### src/rtl/rc4_stream_ctrl_if.sv
// Bus bundle between rc4_stream_ctrl, its job requester, the RC4 core and the byte consumer.
// RC4_XOR_EN adds the plaintext input pt_data.
interface rc4_stream_ctrl_if #(
  parameter int CNT_W = 16
);
  logic             start;
  logic             abort;
  logic [CNT_W-1:0] drop_len;
  logic [CNT_W-1:0] ks_len;
  logic             busy;
  logic             done;
  logic             core_start;
  logic             core_key_valid;
  logic [7:0]       core_dout;
  logic             core_nxt_key;
  logic             ks_valid;
  logic             ks_ready;
  logic [7:0]       ks_data;
  logic             ks_last;
`ifdef RC4_XOR_EN
  logic [7:0]       pt_data;

  modport slave (
    input  start, abort, drop_len, ks_len, core_key_valid, core_dout, ks_ready, pt_data,
    output busy, done, core_start, core_nxt_key, ks_valid, ks_data, ks_last
  );
  modport master (
    output start, abort, drop_len, ks_len, core_key_valid, core_dout, ks_ready, pt_data,
    input  busy, done, core_start, core_nxt_key, ks_valid, ks_data, ks_last
  );
`else
  modport slave (
    input  start, abort, drop_len, ks_len, core_key_valid, core_dout, ks_ready,
    output busy, done, core_start, core_nxt_key, ks_valid, ks_data, ks_last
  );
  modport master (
    output start, abort, drop_len, ks_len, core_key_valid, core_dout, ks_ready,
    input  busy, done, core_start, core_nxt_key, ks_valid, ks_data, ks_last
  );
`endif
endinterface

### src/rtl/rc4_stream_ctrl.sv
// RC4 keystream sequencer: kick core, drop N bytes, buffer LEN bytes into a valid/ready stream.
// Optional RC4_XOR_EN: ks_data = head byte XOR pt_data.
//
// state    | meaning
// S_IDLE   | waiting for start
// S_KICK   | one-cycle core_start pulse
// S_DROP   | consuming and discarding drop_len bytes
// S_STREAM | consuming ks_len bytes into the FIFO
// S_DRAIN  | all bytes consumed, waiting for FIFO empty
// S_FIN    | one-cycle done pulse
module rc4_stream_ctrl #(
  parameter int FIFO_DEPTH = 4,
  parameter int CNT_W      = 16
) (
  input logic               clk,
  input logic               rst_n,
  rc4_stream_ctrl_if.slave  bus
);

  localparam int PTR_W = $clog2(FIFO_DEPTH);
  localparam logic [PTR_W:0] L_FULL = (PTR_W+1)'(FIFO_DEPTH);

  typedef enum logic [2:0] {
    S_IDLE, S_KICK, S_DROP, S_STREAM, S_DRAIN, S_FIN
  } state_t;

  state_t           r_state, w_state_nxt;
  logic [CNT_W-1:0] r_drop_cnt, r_rem_cnt;
  logic             r_guard;
  logic [7:0]       r_fifo_data [FIFO_DEPTH];
  logic [FIFO_DEPTH-1:0] r_fifo_last;
  logic [PTR_W-1:0] r_wr_ptr, r_rd_ptr;
  logic [PTR_W:0]   r_count;

  logic w_eligible, w_consume, w_push, w_pop, w_flush, w_start_acc;
  logic w_valid;
  logic [7:0] w_head;

  assign w_valid     = (r_count != '0);
  assign w_pop       = w_valid & bus.ks_ready;
  assign w_flush     = bus.abort & (r_state != S_IDLE);
  assign w_start_acc = bus.start & ~bus.abort & (r_state == S_IDLE);
  assign w_consume   = bus.core_key_valid & ~r_guard & w_eligible & ~bus.abort;
  assign w_push      = w_consume & (r_state == S_STREAM);

  always_comb begin
    w_state_nxt = r_state;
    w_eligible  = 1'b0;
    case (r_state)
      S_IDLE: if (w_start_acc) w_state_nxt = S_KICK;
      S_KICK: begin
        if (r_drop_cnt != '0)     w_state_nxt = S_DROP;
        else if (r_rem_cnt != '0) w_state_nxt = S_STREAM;
        else                      w_state_nxt = S_FIN;
      end
      S_DROP: begin
        w_eligible = 1'b1;
        if (w_consume && r_drop_cnt == CNT_W'(1))
          w_state_nxt = (r_rem_cnt != '0) ? S_STREAM : S_FIN;
      end
      S_STREAM: begin
        // registered occupancy only: a same-cycle pop does not open a slot
        w_eligible = (r_count < L_FULL);
        if (w_consume && r_rem_cnt == CNT_W'(1)) w_state_nxt = S_DRAIN;
      end
      S_DRAIN: if (!w_valid) w_state_nxt = S_FIN;
      S_FIN:   w_state_nxt = S_IDLE;
      default: w_state_nxt = S_IDLE;
    endcase
    if (w_flush) w_state_nxt = S_IDLE;
  end

  always_ff @(posedge clk or negedge rst_n) begin
    if (!rst_n) begin
      r_state    <= S_IDLE;
      r_guard    <= 1'b0;
      r_drop_cnt <= '0;
      r_rem_cnt  <= '0;
    end else begin
      r_state <= w_state_nxt;
      r_guard <= w_consume;
      if (w_start_acc) begin
        r_drop_cnt <= bus.drop_len;
        r_rem_cnt  <= bus.ks_len;
      end else if (w_consume) begin
        if (r_state == S_DROP && r_drop_cnt != '0)  r_drop_cnt <= r_drop_cnt - CNT_W'(1);
        if (r_state == S_STREAM && r_rem_cnt != '0) r_rem_cnt  <= r_rem_cnt - CNT_W'(1);
      end
    end
  end

  always_ff @(posedge clk or negedge rst_n) begin
    if (!rst_n) begin
      r_wr_ptr <= '0;
      r_rd_ptr <= '0;
      r_count  <= '0;
    end else if (w_flush) begin
      r_wr_ptr <= '0;
      r_rd_ptr <= '0;
      r_count  <= '0;
    end else begin
      if (w_push) r_wr_ptr <= r_wr_ptr + PTR_W'(1);
      if (w_pop)  r_rd_ptr <= r_rd_ptr + PTR_W'(1);
      case ({w_push, w_pop})
        2'b10:   r_count <= r_count + (PTR_W+1)'(1);
        2'b01:   r_count <= r_count - (PTR_W+1)'(1);
        default: r_count <= r_count;
      endcase
    end
  end

  // storage needs no reset: the head is masked whenever the FIFO is empty
  always_ff @(posedge clk) begin
    if (w_push && !w_flush) begin
      r_fifo_data[r_wr_ptr] <= bus.core_dout;
      r_fifo_last[r_wr_ptr] <= (r_rem_cnt == CNT_W'(1));
    end
  end

  assign w_head = w_valid ? r_fifo_data[r_rd_ptr] : 8'h00;

  assign bus.busy         = (r_state != S_IDLE) && (r_state != S_FIN);
  assign bus.done         = (r_state == S_FIN);
  assign bus.core_start   = (r_state == S_KICK);
  assign bus.core_nxt_key = w_consume;
  assign bus.ks_valid     = w_valid;
  assign bus.ks_last      = w_valid & r_fifo_last[r_rd_ptr];
`ifdef RC4_XOR_EN
  assign bus.ks_data      = w_head ^ bus.pt_data;
`else
  assign bus.ks_data      = w_head;
`endif

endmodule

### src/flat_wrapper.sv
// flat-port wrapper written by rule: the top's interface ports become plain ports
module rc4_stream_ctrl_flat 
#(
  parameter int FIFO_DEPTH = 4,
  parameter int CNT_W      = 16
)
  (clk, rst_n, bus_start, bus_abort, bus_drop_len, bus_ks_len, bus_core_key_valid, bus_core_dout, bus_ks_ready, bus_busy, bus_done, bus_core_start, bus_core_nxt_key, bus_ks_valid, bus_ks_data, bus_ks_last);
  rc4_stream_ctrl_if #(.CNT_W(CNT_W)) bus_i ();
  input logic clk;
  input logic rst_n;
  input wire logic [$bits(bus_i.start)-1:0] bus_start;
  input wire logic [$bits(bus_i.abort)-1:0] bus_abort;
  input wire logic [$bits(bus_i.drop_len)-1:0] bus_drop_len;
  input wire logic [$bits(bus_i.ks_len)-1:0] bus_ks_len;
  input wire logic [$bits(bus_i.core_key_valid)-1:0] bus_core_key_valid;
  input wire logic [$bits(bus_i.core_dout)-1:0] bus_core_dout;
  input wire logic [$bits(bus_i.ks_ready)-1:0] bus_ks_ready;
  output wire logic [$bits(bus_i.busy)-1:0] bus_busy;
  output wire logic [$bits(bus_i.done)-1:0] bus_done;
  output wire logic [$bits(bus_i.core_start)-1:0] bus_core_start;
  output wire logic [$bits(bus_i.core_nxt_key)-1:0] bus_core_nxt_key;
  output wire logic [$bits(bus_i.ks_valid)-1:0] bus_ks_valid;
  output wire logic [$bits(bus_i.ks_data)-1:0] bus_ks_data;
  output wire logic [$bits(bus_i.ks_last)-1:0] bus_ks_last;
  assign bus_i.start = bus_start;
  assign bus_i.abort = bus_abort;
  assign bus_i.drop_len = bus_drop_len;
  assign bus_i.ks_len = bus_ks_len;
  assign bus_i.core_key_valid = bus_core_key_valid;
  assign bus_i.core_dout = bus_core_dout;
  assign bus_i.ks_ready = bus_ks_ready;
  assign bus_busy = bus_i.busy;
  assign bus_done = bus_i.done;
  assign bus_core_start = bus_i.core_start;
  assign bus_core_nxt_key = bus_i.core_nxt_key;
  assign bus_ks_valid = bus_i.ks_valid;
  assign bus_ks_data = bus_i.ks_data;
  assign bus_ks_last = bus_i.ks_last;
  rc4_stream_ctrl #(.FIFO_DEPTH(FIFO_DEPTH), .CNT_W(CNT_W)) u_core (.clk(clk), .rst_n(rst_n), .bus(bus_i));
endmodule
### config.mk
export PLATFORM = sky130hd
export DESIGN_NAME = rc4_stream_ctrl_flat
export DESIGN_NICKNAME = d
export VERILOG_FILES = /design/src/rtl/rc4_stream_ctrl_if.sv /design/src/rtl/rc4_stream_ctrl.sv /design/src/flat_wrapper.sv
export SDC_FILE = /design/constraint.sdc
export NUM_CORES = 1
export LEC_CHECK = 0
export CELL_PAD_IN_SITES_DETAIL_PLACEMENT = 0
export CELL_PAD_IN_SITES_GLOBAL_PLACEMENT = 2
export CORE_MARGIN = 4
export CORE_UTILIZATION = 31
export CTS_BUF_LIST = sky130_fd_sc_hd__clkbuf_4
export CTS_CLUSTER_DIAMETER = 120
export DETAILED_ROUTE_END_ITERATION = 10
export GPL_ROUTABILITY_DRIVEN = 0
export PLACE_DENSITY_LB_ADDON = 0.1
export SLEW_MARGIN = 0
export SYNTH_ARGS = -nofsm -noshare
export SYNTH_HDL_FRONTEND = slang
export SYNTH_SLANG_ARGS = --single-unit
### constraint.sdc
create_clock -name clk -period 6.8 [get_ports clk]
set_input_delay 0.68 -clock clk [delete_from_list [all_inputs] [get_ports clk]]
set_output_delay 0.68 -clock clk [all_outputs]
set_load 0.005 [all_outputs]
---- Yosys cells after proc, flatten, opt, wreduce, memory -nomap -nowiden ----
Memories as Yosys holds them, arrays and structs flattened.
Cells that the tools add are included.
word-level totals
  register bits ........................... 47
  bits in writable memories ............... 32
  input port bits ......................... 46
  output and inout port bits .............. 14
  logic and storage cells ................. 95
  memories kept ........................... 1
memories
  memory              depth  width  rd ports  clocked after memory_dff  write ports  line                   RTL
  u_core.r_fifo_data  4      8      1         0                         1            rc4_stream_ctrl.sv:30  logic [7:0] r_fifo_data [FIFO_DEPTH];
operators by class
  add/sub/neg operators ................... 6
  order comparisons ....................... 4
  equal/unequal tests ..................... 14
  mux-type cells .......................... 29
  bitwise operators ....................... 11
  reduce and logical (&&, ||, !) cells .... 22
operators by type and width
  operator                                                     number
  2-to-1 mux 16 bit                                            6
  == test 16 x 1 -> 1 bit (second input constant)              2
  nonzero test 16 bit                                          2
  subtractor 16 x 1 -> 16 bit (second input constant)          2
  2-to-1 mux 3 bit                                             8
  case mux 3 bit (5 select lines)                              1
  nonzero test 2 bit                                           5
  AND 1 bit                                                    9
  nonzero test 3 bit                                           3
  2-to-1 mux 2 bit                                             4
  2-to-1 mux 8 bit                                             1
  logical AND 1 bit                                            7
  == test 3 x 2 -> 1 bit (second input constant)               2
  == test 3 bit (second input constant)                        2
  less-than comparator 2 x 3 -> 1 bit (second input constant)  2
  != test 3 x 1 -> 1 bit (second input constant)               2
  != test 3 x 2 -> 1 bit (second input constant)               2
  case mux 3 bit (2 select lines)                              1
  adder 2 x 1 -> 2 bit (second input constant)                 2
  bitwise mux 4 bit                                            1
  2-to-1 mux 1 bit                                             4
  AND reduction 2 bit                                          2
  AND reduction 4 bit                                          1
  adder 3 x 1 -> 3 bit (second input constant)                 1
  13 further kinds                                             14

---- Depth between registers and ports, before layout ----
  depth in word-level cells ............... 8
  depth in mapped cells ................... 10
  gate-level depth less buffers ........... 8

---- Least setup slack after synthesis ----
No wires, ideal clock.
  kind .................................... input port to flip-flop
  start ................................... in bus_abort
  end ..................................... reg u_core.r_count[2]
  setup time .............................. 0.078 ns
  arrival ................................. 2.860 ns
  required time ........................... 6.722 ns
  slack ................................... 3.862 ns
  stages on the path ...................... 9
  path buffers ............................ 1
  cells stage by stage .................... or3b_4 > nor4_4 > buf_2 > inv_1 > ha_1 > fa_1 > xnor2_1 > or3_1 > a21oi_1
on the way
  cells in the longest elaborated chain, start to end .. 6
ends and longest elaborated chain
  what                                                            line                    RTL
  from (decl)                                                     flat_wrapper.sv:12      input wire logic [$bits(bus_i.abort)-1:0] bus_abort;
  NOT 1 bit                                                       rc4_stream_ctrl.sv:43   assign w_consume = bus.core_key_valid & ~r_guard & w_eligible & ~bus.abort;
  AND 1 bit                                                       rc4_stream_ctrl.sv:43
  AND 1 bit                                                       rc4_stream_ctrl.sv:44   assign w_push = w_consume & (r_state == S_STREAM);
  == test 2 x 1 -> 1 bit / == test 2 bit (equally long branches)  rc4_stream_ctrl.sv:104  case ({w_push, w_pop})
  case mux 3 bit (2 select lines)                                 rc4_stream_ctrl.sv:104
  2-to-1 mux 3 bit                                                rc4_stream_ctrl.sv:97   end else if (w_flush) begin
  to (signal assigned)                                            rc4_stream_ctrl.sv:105  2'b10: r_count <= r_count + (PTR_W+1)'(1);
  to (signal assigned)                                            rc4_stream_ctrl.sv:106  2'b01: r_count <= r_count - (PTR_W+1)'(1);
  to (signal assigned)                                            rc4_stream_ctrl.sv:107  default: r_count <= r_count;
  to (decl)                                                       rc4_stream_ctrl.sv:33   logic [PTR_W:0] r_count;
Parallel ways exist; a longest one is shown, timed or not.
A chain may end at the register's enable or synchronous reset.

---- Final worst setup path ----
  start ................................... in bus_abort
  end ..................................... out bus_core_nxt_key
on the way
  cells in the longest elaborated chain, start to end .. 2
ends and longest elaborated chain
  what       line                   RTL
  NOT 1 bit  rc4_stream_ctrl.sv:43
  AND 1 bit  rc4_stream_ctrl.sv:43
  to (decl)  flat_wrapper.sv:21     output wire logic [$bits(bus_i.core_nxt_key)-1:0] bus_core_nxt_key;
No other way between the ends.

==> results by group <==
Yosys
  – Synth Area in Compound Gates: 9.43%
  – YS warnings: 0
  – Synth unique cells: 54
  – Register area share after synthesis: 51.6%
  – Post-Synth Simple-Gate Area: 20.7%
  – Main combinational cell family by area after synthesis: simple AND/OR/NAND/NOR gates
  – Main flop type after synthesis: dfrtp_1
  – Post-synthesis mux area share: 6.86%
  – Mapped Area: 4180 um2
  – Post-synthesis xor/xnor area fraction: 5.03%
  – Async set or reset register ratio after synthesis: 54.4%
  – Flops & latches, synth: 79
  – Post-Syn Area per Cell: 11.2 um2
  – Synth Area in Adders: 3.77%
  – EDFF count, synth: 36
  – Syn Nets: 430
  – Synth Instances: 372

GRT
  – Largest net degree at the start of global routing: 49
  – GR Overflow Total: 0
  – Tot GR Track Use: 13.7%
  – First-pass GRT wire length: 16000 um
  – Vias in the first global route: 3053
  – Antenna violations before repair: 0

Power
  – P_leak: 1.80 nW
  – Pwr Density: 339 nW/um2
  – Total Power: 1.73 mW
  – Worst vdd ir: 108 uV

Floorplan
  – Die H: 124 um
  – # IOs: 60
  – Initial Util: 31.6%
  – Row count: 42
  – Die X-Extent: 124 um
  – Core area: 13200 um2
  – Die area: 15400 um2

Drt
  – Via count: 3062
  – Antenna-violating nets left: 0
  – DR WL/cell: 16.2 um
  – Detailed Routing Iterations Pass 1: 4
  – DRC Markers: 0
  – Total Wirelength: 9860 um
  – Initial DRC count: 281
  – Vias per inst: 5.03

Critical path
  – Critical Path Slowest Stage Cell: clkdlybuf4s50_1
  – Cell family with most CP delay: buffers and inverters
  – Critical path data arrival time: 2.50 ns
  – Crit path kind: in -> out
  – Critical path, cell by cell: clkdlybuf4s50_1 -> or3b_4 -> a211oi_1 -> clkdlybuf4s50_1
  – Startpoint Class: primary input
  – Critical Path RT: 6.12 ns
  – Buf/Inv on CP: 2
  – Crit path top cell by count: clkdlybuf4s50_1
  – Max FO, Critical Path: 8
  – CP Capture Type: output port
  – CP peak stage delay: 0.55 ns

Job
  – Max cap viols: 0

CTS
  – CTS max path bufs: 2
  – # clock sinks: 79
  – CTS resizes: 0
  – H-tree depth: 3
  – Postcts setup bufs: 0
  – CTS tree: built
  – Hold_buf cts: 0
  – Root buf cell: clkbuf_4
  – Clk Latency, worst-skew pair: 0.45 ns
  – Cts bufs inserted: 9
  – Clk slew on worst S/H paths: 0.15 ns

Timing
  – Setup violations, final: 0
  – RSZ-0062 raised after global routing: no
  – Post-layout min period: 3.18 ns
  – Slew Viols, Final: 0
  – Achievable Freq: 0.315 GHz
  – Clock skew: 0.0151 ns
  – Slew margin rel.: 40.6%
  – Final Hold Viols: 0
  – Worst-margin pin slew: 0.889 ns
  – Tcrit/Tclk final: 46.7%
  – Total negative setup slack: 0 ns

Place
  – Post-detailed-placement half-perimeter wirelength: 6900 um
  – I/O Buffers: 59

Final layout
  – # diodes: 0
  – Post-layout nets: 486
  – Layout cells sized above 1: 10.2%
  – Area delta synth->final: 21.7%

Min path
  – HP Class: in -> async

Run status
  – Outcome: finished, final reports clean
==> area by class of cell <==
| class | instances | area, um2 |
|---|---|---|
| multi-input cells | 265 | 1910 |
| flip-flops and latches | 79 | 2160 |
| well taps | 176 | 220 |
| clock inverters | 7 | 78.8 |
| inverters | 11 | 41.3 |
| fillers | 1336 | 8160 |
| clock buffers | 9 | 67.6 |
| repair buffers | 62 | 608 |
==> metrics by stage <==
step	cell area, um2	hold WS (ns)	worst slack [ns]	utilization, %	cells
floorplan	4180	0.384	3.86	-	372
global placement	4940	0.565	3.39	37.3	593
detailed placement	4940	0.586	3.33	37.3	593
CTS	5090	0.293	3.58	38.4	609
global route	5090	0.314	3.46	38.4	609
finish	5090	0.295	3.62	38.4	609
==> path summary, 6_finish.rpt <==
path                                      startpoint              endpoint  slack, ns  cells after the start
worst max-delay path                       bus_abort      bus_core_nxt_key       3.62                      4
worst min-delay path                           rst_n     u_core.r_count[1]       0.30                      2
worst max register to register     u_core.r_state[0]     u_core.r_count[2]       3.98                      9
worst min register to register  u_core.r_rem_cnt[14]  u_core.r_rem_cnt[14]       0.60                      2
max in group asynchronous                      rst_n   u_core.r_rem_cnt[5]       6.05                      2
min in group clk                u_core.r_rem_cnt[14]  u_core.r_rem_cnt[14]       0.60                      2
==> power breakdown <==
| part | total [mW] | internal, mW | switching (mW) |
|---|---|---|---|
| combinational | 0.643 | 0.337 | 0.305 |
| clock | 0.303 | 0.117 | 0.186 |
| sequential | 0.780 | 0.608 | 0.172 |
| total | 1.73 | 1.06 | 0.664 |
==> cells in the final DEF (no fill, tap or decap), types with 4 or more instances in the layout <==
cell type,Yosys,final
a21oi_1,4,4
a31oi_1,6,6
and2_1,17,17
clkbuf_4,0,9
clkdlybuf4s50_1,0,58
dfrtp_1,43,43
edfxtp_1,36,36
ha_1,11,11
inv_1,11,11
mux2i_1,5,5
mux4_2,9,9
nand2_1,32,32
nand3_1,14,14
nand4_1,15,15
nor2_1,24,24
nor3_1,8,8
nor3b_1,4,4
nor4_1,6,6
o21ai_0,25,25
o311ai_0,4,4
o31ai_1,4,4
or3_1,5,5
or4_1,8,8
xnor2_1,9,9
xor2_1,15,15
==> flip-flops by register name, indices dropped and copies added, names as in the netlist <==
signal and cells:
u_core.r_fifo_data 32, u_core.r_rd_ptr 2, u_core.r_drop_cnt 16, u_core.r_fifo_last 4
u_core.r_wr_ptr 2, u_core.r_state 3, u_core.r_rem_cnt 16, u_core.r_guard 1
u_core.r_count 3
==> cell families after synthesis <==
family | count (synthesis)
AO/OA/AOI/OAI | 59
XOR/XNOR | 24
adder cells (fa/ha/maj) | 12
buffers and inverters | 28
flip-flops | 79
multiplexers | 17
AND/OR/NAND/NOR | 153
==> routing by layer <==
metal | global-route usage (%) | wire (um)
met1 | 18.6 | 4740
met2 | 21.6 | 4550
met3 | 4.04 | 487
met4 | 3.49 | 93
met5 | 0 | 0
==> cells in the mapped netlist (9+ instances only) <==
cell,number,area share [%]
and2_1,17,2.5
clkbuf_1,11,0.99
dfrtp_1,43,26
edfxtp_1,36,26
ha_1,11,3.3
inv_1,11,0.99
mux4_2,9,4.9
nand2_1,32,2.9
nand3_1,14,1.7
nand4_1,15,2.2
nor2_1,24,2.2
o21ai_0,25,3.0
xnor2_1,9,1.9
xor2_1,15,3.1
Power figures use the tool's default switching activity.
==> patch 1: new RTL, config.mk and constraints unchanged <==
Make the reset (`rst_n`) synchronous in 2 clocked blocks.
--- a/src/rtl/rc4_stream_ctrl.sv
+++ b/src/rtl/rc4_stream_ctrl.sv
@@ -71,5 +71,5 @@
   end
 
-  always_ff @(posedge clk or negedge rst_n) begin
+  always_ff @(posedge clk) begin
     if (!rst_n) begin
       r_state    <= S_IDLE;
@@ -90,5 +90,5 @@
   end
 
-  always_ff @(posedge clk or negedge rst_n) begin
+  always_ff @(posedge clk) begin
     if (!rst_n) begin
       r_wr_ptr <= '0;
Formal check against the unedited RTL: differs if rst_n is asserted again (counterexample within 4 cycles, from zero or initial values and one cycle with rst_n low); with rst_n held inactive, the same outputs for 4 cycles.
==> patch 1 against the unedited design <==
- cell area decreased by 3.3%
- count of clock-buffer cells in the layout stayed put
- sequential cell count increased by 2
- area after synthesis decreased by 3.2%
- routed wire length fell by 1.3%
- worst setup slack got worse by 0.12 ns
Power is not compared: it rests on default switching activity, and its combinational part moved more than twofold at a synthesized area within 25%.
==> patch 1: results (changes against the unedited design) <==
The maximum net fanout on the critical path is 7 (-1). By area the synthesized netlist is led by sky130_fd_sc_hd__edfxtp_1, sky130_fd_sc_hd__dfxtp_1, sky130_fd_sc_hd__mux4_2. The tools report the worst slack at placement as 3.49 ns (+0.167 ns). The tools report the sequential element share of the synthesized area as 0.490 (-0.0264).

For the number of global-route vias before repair, the log shows 3,094 (+1.3%). For the count of unique library cells instantiated by Yosys, the log shows 55 (+1.9%). The actual transition at the worst max-transition pin works out to 1.10 ns (+0.208 ns).

The overall track demand over capacity in global routing is 0.141 (+0.00348), and the maximum single-stage delay on the critical path is 0.53 ns (-0.02 ns). For the number of placed instances with taps included, the log shows 602 (+1.5%). For the final wirelength, the log shows 9.73 mm (-1.3%).

The post-synthesis net count is 445 (+3.5%). Counting instances in the post-synthesis netlist gives the leading cell types as sky130_fd_sc_hd__dfxtp_1, sky130_fd_sc_hd__edfxtp_1, sky130_fd_sc_hd__a21oi_1. Clock root buffer master: sky130_fd_sc_hd__clkbuf_4.

The layout net count is 498 (+2.5%). The ratio of cells with drive above 1 in the final layout is 0.0921 (-0.00948). The flip-flop cell with the highest count after synthesis was sky130_fd_sc_hd__dfxtp_1.

The number of enable-type register cells in the synthesized netlist came out at 36 (unchanged). In the final layout, the registers with the most flip-flops are u_core.r_fifo_data x32, u_core.r_drop_cnt x16, u_core.r_rem_cnt x16. The initial antenna violation count was 0 (unchanged).

The logs give 2.61 ns (+0.11 ns) for the data arrival time of the critical path and 0.43 ns (-0.02 ns) for the later-pin clock latency in the skew report. The filler-free cell count of the finished design was 617 (+1.3%). For this design the static power due to leakage is 1.59 nW. The clock edge transition at the registers on the reported setup and hold paths was 0.13 ns (-0.02 ns); the async set-reset flop share out of synthesis was 0 (-0.544).

In this design, the largest share of critical-path delay is due to buffers and inverters. The highest-delay cell along the critical path is sky130_fd_sc_hd__or3b_2. The via density per instance works out to 4.94 (-1.8%). The run finished with clean final reports.

The run gives 0 (unchanged) as the number of synthesis warnings. The count of port buffers added during placement is 59 (unchanged). The count of filler cells inserted in the layout was 1,328 (-0.60%). The tightest min-delay check is of the reg -> reg type. The total setup buffers inserted after CTS was 0 (unchanged). The largest clock skew in the final design was 0.00861 ns (-0.00648 ns). Wire length of the first global-routing pass: 16.3 mm (+1.9%). The total cell area at the placement stage was 0.00478 mm² (-3.1%); the pin count of the biggest net entering global routing was 52 (+6.1%). The detailed-placement wirelength estimate was 6.79 mm (-1.5%); the number of DRC markers after the initial detailed-route iteration was 172 (-39%). The antenna diode count came out at 0 (unchanged). For the largest voltage drop on the vdd net, the log shows 0.0836 mV. The logs give 4 (unchanged) for the count of TritonRoute iterations in the first routing pass and 388 (+4.3%) for the cell count after synthesis.
-- patch 1: changes by cell type after synthesis, sizes merged, moves of 6 or more --
cell	change
a21oi	+30
and2	-6
dfrtp	-43
dfxtp	+45
nand2	-14
nand3	-7
nand4	-11
nor3	+7
nor4	+6
xnor2	+13
xor2	-10
-- patch 1: layer usage --
| layer | vias to the layer above | GRT usage | part of all wire |
|---|---|---|---|
| li1 | 1549 | - | - |
| met1 | 1437 | 0.190 | 0.48 |
| met2 | 50 | 0.226 | 0.47 |
| met3 | 11 | 0.0253 | 0.032 |
| met4 | 0 | 0.0504 | 0.014 |
| met5 | - | 0 | 0 |
-- patch 1: cell type report --
type / instances / area share
sequential: 81 / 0.403
multi-input combinational: 273 / 0.391
timing repair buffer: 61 / 0.123
tap: 172 / 0.0437
clock buffer: 9 / 0.0137
clock inverter: 6 / 0.0137
inverter: 15 / 0.0114
-- patch 1: worst reg2reg max path, cell delays in order, from the launching register on --
cell and delay [ns]:
sky130_fd_sc_hd__dfxtp_1 0.36, sky130_fd_sc_hd__inv_1 0.10, sky130_fd_sc_hd__ha_1 0.16, sky130_fd_sc_hd__or4b_2 0.62, sky130_fd_sc_hd__nor4_4 0.84, sky130_fd_sc_hd__nor3b_2 0.18, sky130_fd_sc_hd__a211o_1 0.34, sky130_fd_sc_hd__a21oi_1 0.14
-- patch 1: power by group --
group	switching [mW]	internal [mW]	leakage (nW)
logic	0.0793	0.0668	0.830
clock network	0.176	0.112	0.0688
registers	0.0179	0.522	0.689
total	0.274	0.701	1.59
-- patch 1: final timing paths --
| kind | startpoint | slack [ns] | endpoint | cells past startpoint |
|---|---|---|---|---|
| worst max register to register | u_core.r_rem_cnt[0]$_SDFFE_PN0P_ | 4.01 | u_core.r_rem_cnt[14]$_SDFFE_PN0P_ | 7 |
| worst min register to register | u_core.r_wr_ptr[1]$_SDFFE_PP0P_ | 0.52 | u_core.r_wr_ptr[1]$_SDFFE_PP0P_ | 2 |
| worst min-delay path | u_core.r_wr_ptr[1]$_SDFFE_PP0P_ | 0.52 | u_core.r_wr_ptr[1]$_SDFFE_PP0P_ | 2 |
| worst max-delay path | bus_abort | 3.51 | bus_core_nxt_key | 5 |
-- patch 1: cells by family (layout without fill, tap and decap cells) --
| group | Yosys count | after routing | synth area share |
|---|---|---|---|
| simple gates | 142 | 142 | 0.208 |
| compound gates | 82 | 82 | 0.118 |
| flops | 81 | 81 | 0.490 |
| buf+inv | 34 | 91 | 0.0343 |
| xor+xnor | 27 | 27 | 0.0584 |
| fa+ha+maj | 11 | 11 | 0.0359 |
| mux | 11 | 11 | 0.0557 |
==> patch 2: new RTL, same flow settings <==
Without the edit above. `CNT_W` is set to 16 in 3 places; all go to 32.
--- a/src/rtl/rc4_stream_ctrl_if.sv
+++ b/src/rtl/rc4_stream_ctrl_if.sv
@@ -2,5 +2,5 @@
 // RC4_XOR_EN adds the plaintext input pt_data.
 interface rc4_stream_ctrl_if #(
-  parameter int CNT_W = 16
+  parameter int CNT_W = 32
 );
   logic             start;
--- a/src/rtl/rc4_stream_ctrl.sv
+++ b/src/rtl/rc4_stream_ctrl.sv
@@ -11,5 +11,5 @@
 module rc4_stream_ctrl #(
   parameter int FIFO_DEPTH = 4,
-  parameter int CNT_W      = 16
+  parameter int CNT_W      = 32
 ) (
   input logic               clk,
--- a/src/flat_wrapper.sv
+++ b/src/flat_wrapper.sv
@@ -3,5 +3,5 @@
 #(
   parameter int FIFO_DEPTH = 4,
-  parameter int CNT_W      = 16
+  parameter int CNT_W      = 32
 )
   (clk, rst_n, bus_start, bus_abort, bus_drop_len, bus_ks_len, bus_core_key_valid, bus_core_dout, bus_ks_ready, bus_busy, bus_done, bus_core_start, bus_core_nxt_key, bus_ks_valid, bus_ks_data, bus_ks_last);
Ports: changed (resized bus_drop_len and bus_ks_len); port bits go from 60 to 92. The function was not compared with the original's and may differ.
==> patch 2 against the unedited design <==
- sequential cell count is 32 higher
- synthesized cell count up 76%
- routed wire length is 86% higher
- critical endpoint unchanged
- via count rose by 80%
- cell area is 51% higher
- total power rose by 34%
- sequential power up 45%
- largest cell class is now multi-input combinational cells
- highest routed layer unchanged
- worst setup slack lost 0.33 ns
- area after synthesis increased by 53%
- cell count increased by 64%
==> patch 2: results (changes against the unedited design) <==
The run finished with clean final reports. The async set-reset flop share out of synthesis was 0.676 (+0.131). The global routing met2 resource utilization came out at 0.280 (+0.0646).

The count of unique library cells instantiated by Yosys is 65 (+20%), and the switching share of total power is 0.400 (+0.0159). The startpoint of the worst setup timing path was u_core.r_state[2]$_DFFE_PN0P_. The count of port buffers added during placement was 91 (+54%). The worst register-to-register path begins at u_core.r_drop_cnt[24]$_DFFE_PN0P_.

The static power due to leakage is 2.65 nW (+47%). Count of TritonRoute iterations in the first routing pass: 6 (+2). The number of cells traversed by the worst register-to-register path was 6 (-3).

The pin count of the biggest net entering global routing was 57 (+16%); the maximum net fanout on the critical path was 18 (+10). The final critical-path required period is 3.51 ns (+0.334 ns). The highest-delay cell along the critical path was sky130_fd_sc_hd__a211oi_1. The initial antenna violation count was 1 (+1). The tools report the later-pin clock latency in the skew report as 0.50 ns (+0.05 ns).

The tightest min-delay check is of the reg -> reg type. The largest clock skew in the final design was 0.0249 ns (+0.00980 ns); the post-cts hold buffer count was 1 (+1). The run gives 2.83 ns (+0.33 ns) as the data arrival time of the critical path. In the final layout, the registers with the most flip-flops are u_core.r_drop_cnt x32, u_core.r_fifo_data x32, u_core.r_rem_cnt x32.

The number of DRC markers after the initial detailed-route iteration is 278 (-1.1%), and the detailed route wirelength on metal2 is 9.19 mm (+100%). For the post-synthesis net count, the log shows 745 (+73%). Ratio of cells with drive above 1 in the final layout: 0.0675 (-0.0341). The tools report the largest voltage drop on the vdd net as 0.120 mV (+11%).
patch 2: per-stage QoR:
step | hold WS (ns) | util | cell area, µm² | std cells | total power, mW
2_1_floorplan | 0.384 | - | 6400 | 655 | 1.64
3_3_place_gp | 0.517 | 0.370 | 7520 | 979 | 1.96
3_5_place_dp | 0.521 | 0.370 | 7520 | 979 | 1.98
4_1_cts | 0.543 | 0.378 | 7680 | 996 | 2.34
5_1_grt | 0.540 | 0.378 | 7680 | 997 | 2.51
6_report | 0.543 | 0.378 | 7680 | 997 | 2.31
patch 2: kinds of logic after synthesis:
kind of cell,share of synthesized area
AO/OA/AOI/OAI,0.135
AND/OR/NAND/NOR,0.299
buffers and inverters,0.0363
multiplexers,0.0332
XOR/XNOR,0.00957
flip-flops,0.462
adder cells (fa/ha/maj),0.0246
patch 2: final cells by class:
cell class,instances,area (µm²)
antenna,1,2.50
timing repair buffer,99,971
clock buffer,9,67.6
clock inverter,7,83.8
tap,270,338
multi-input combinational,488,3220
inverter,12,45.0
fill,2111,12600
sequential,111,2960
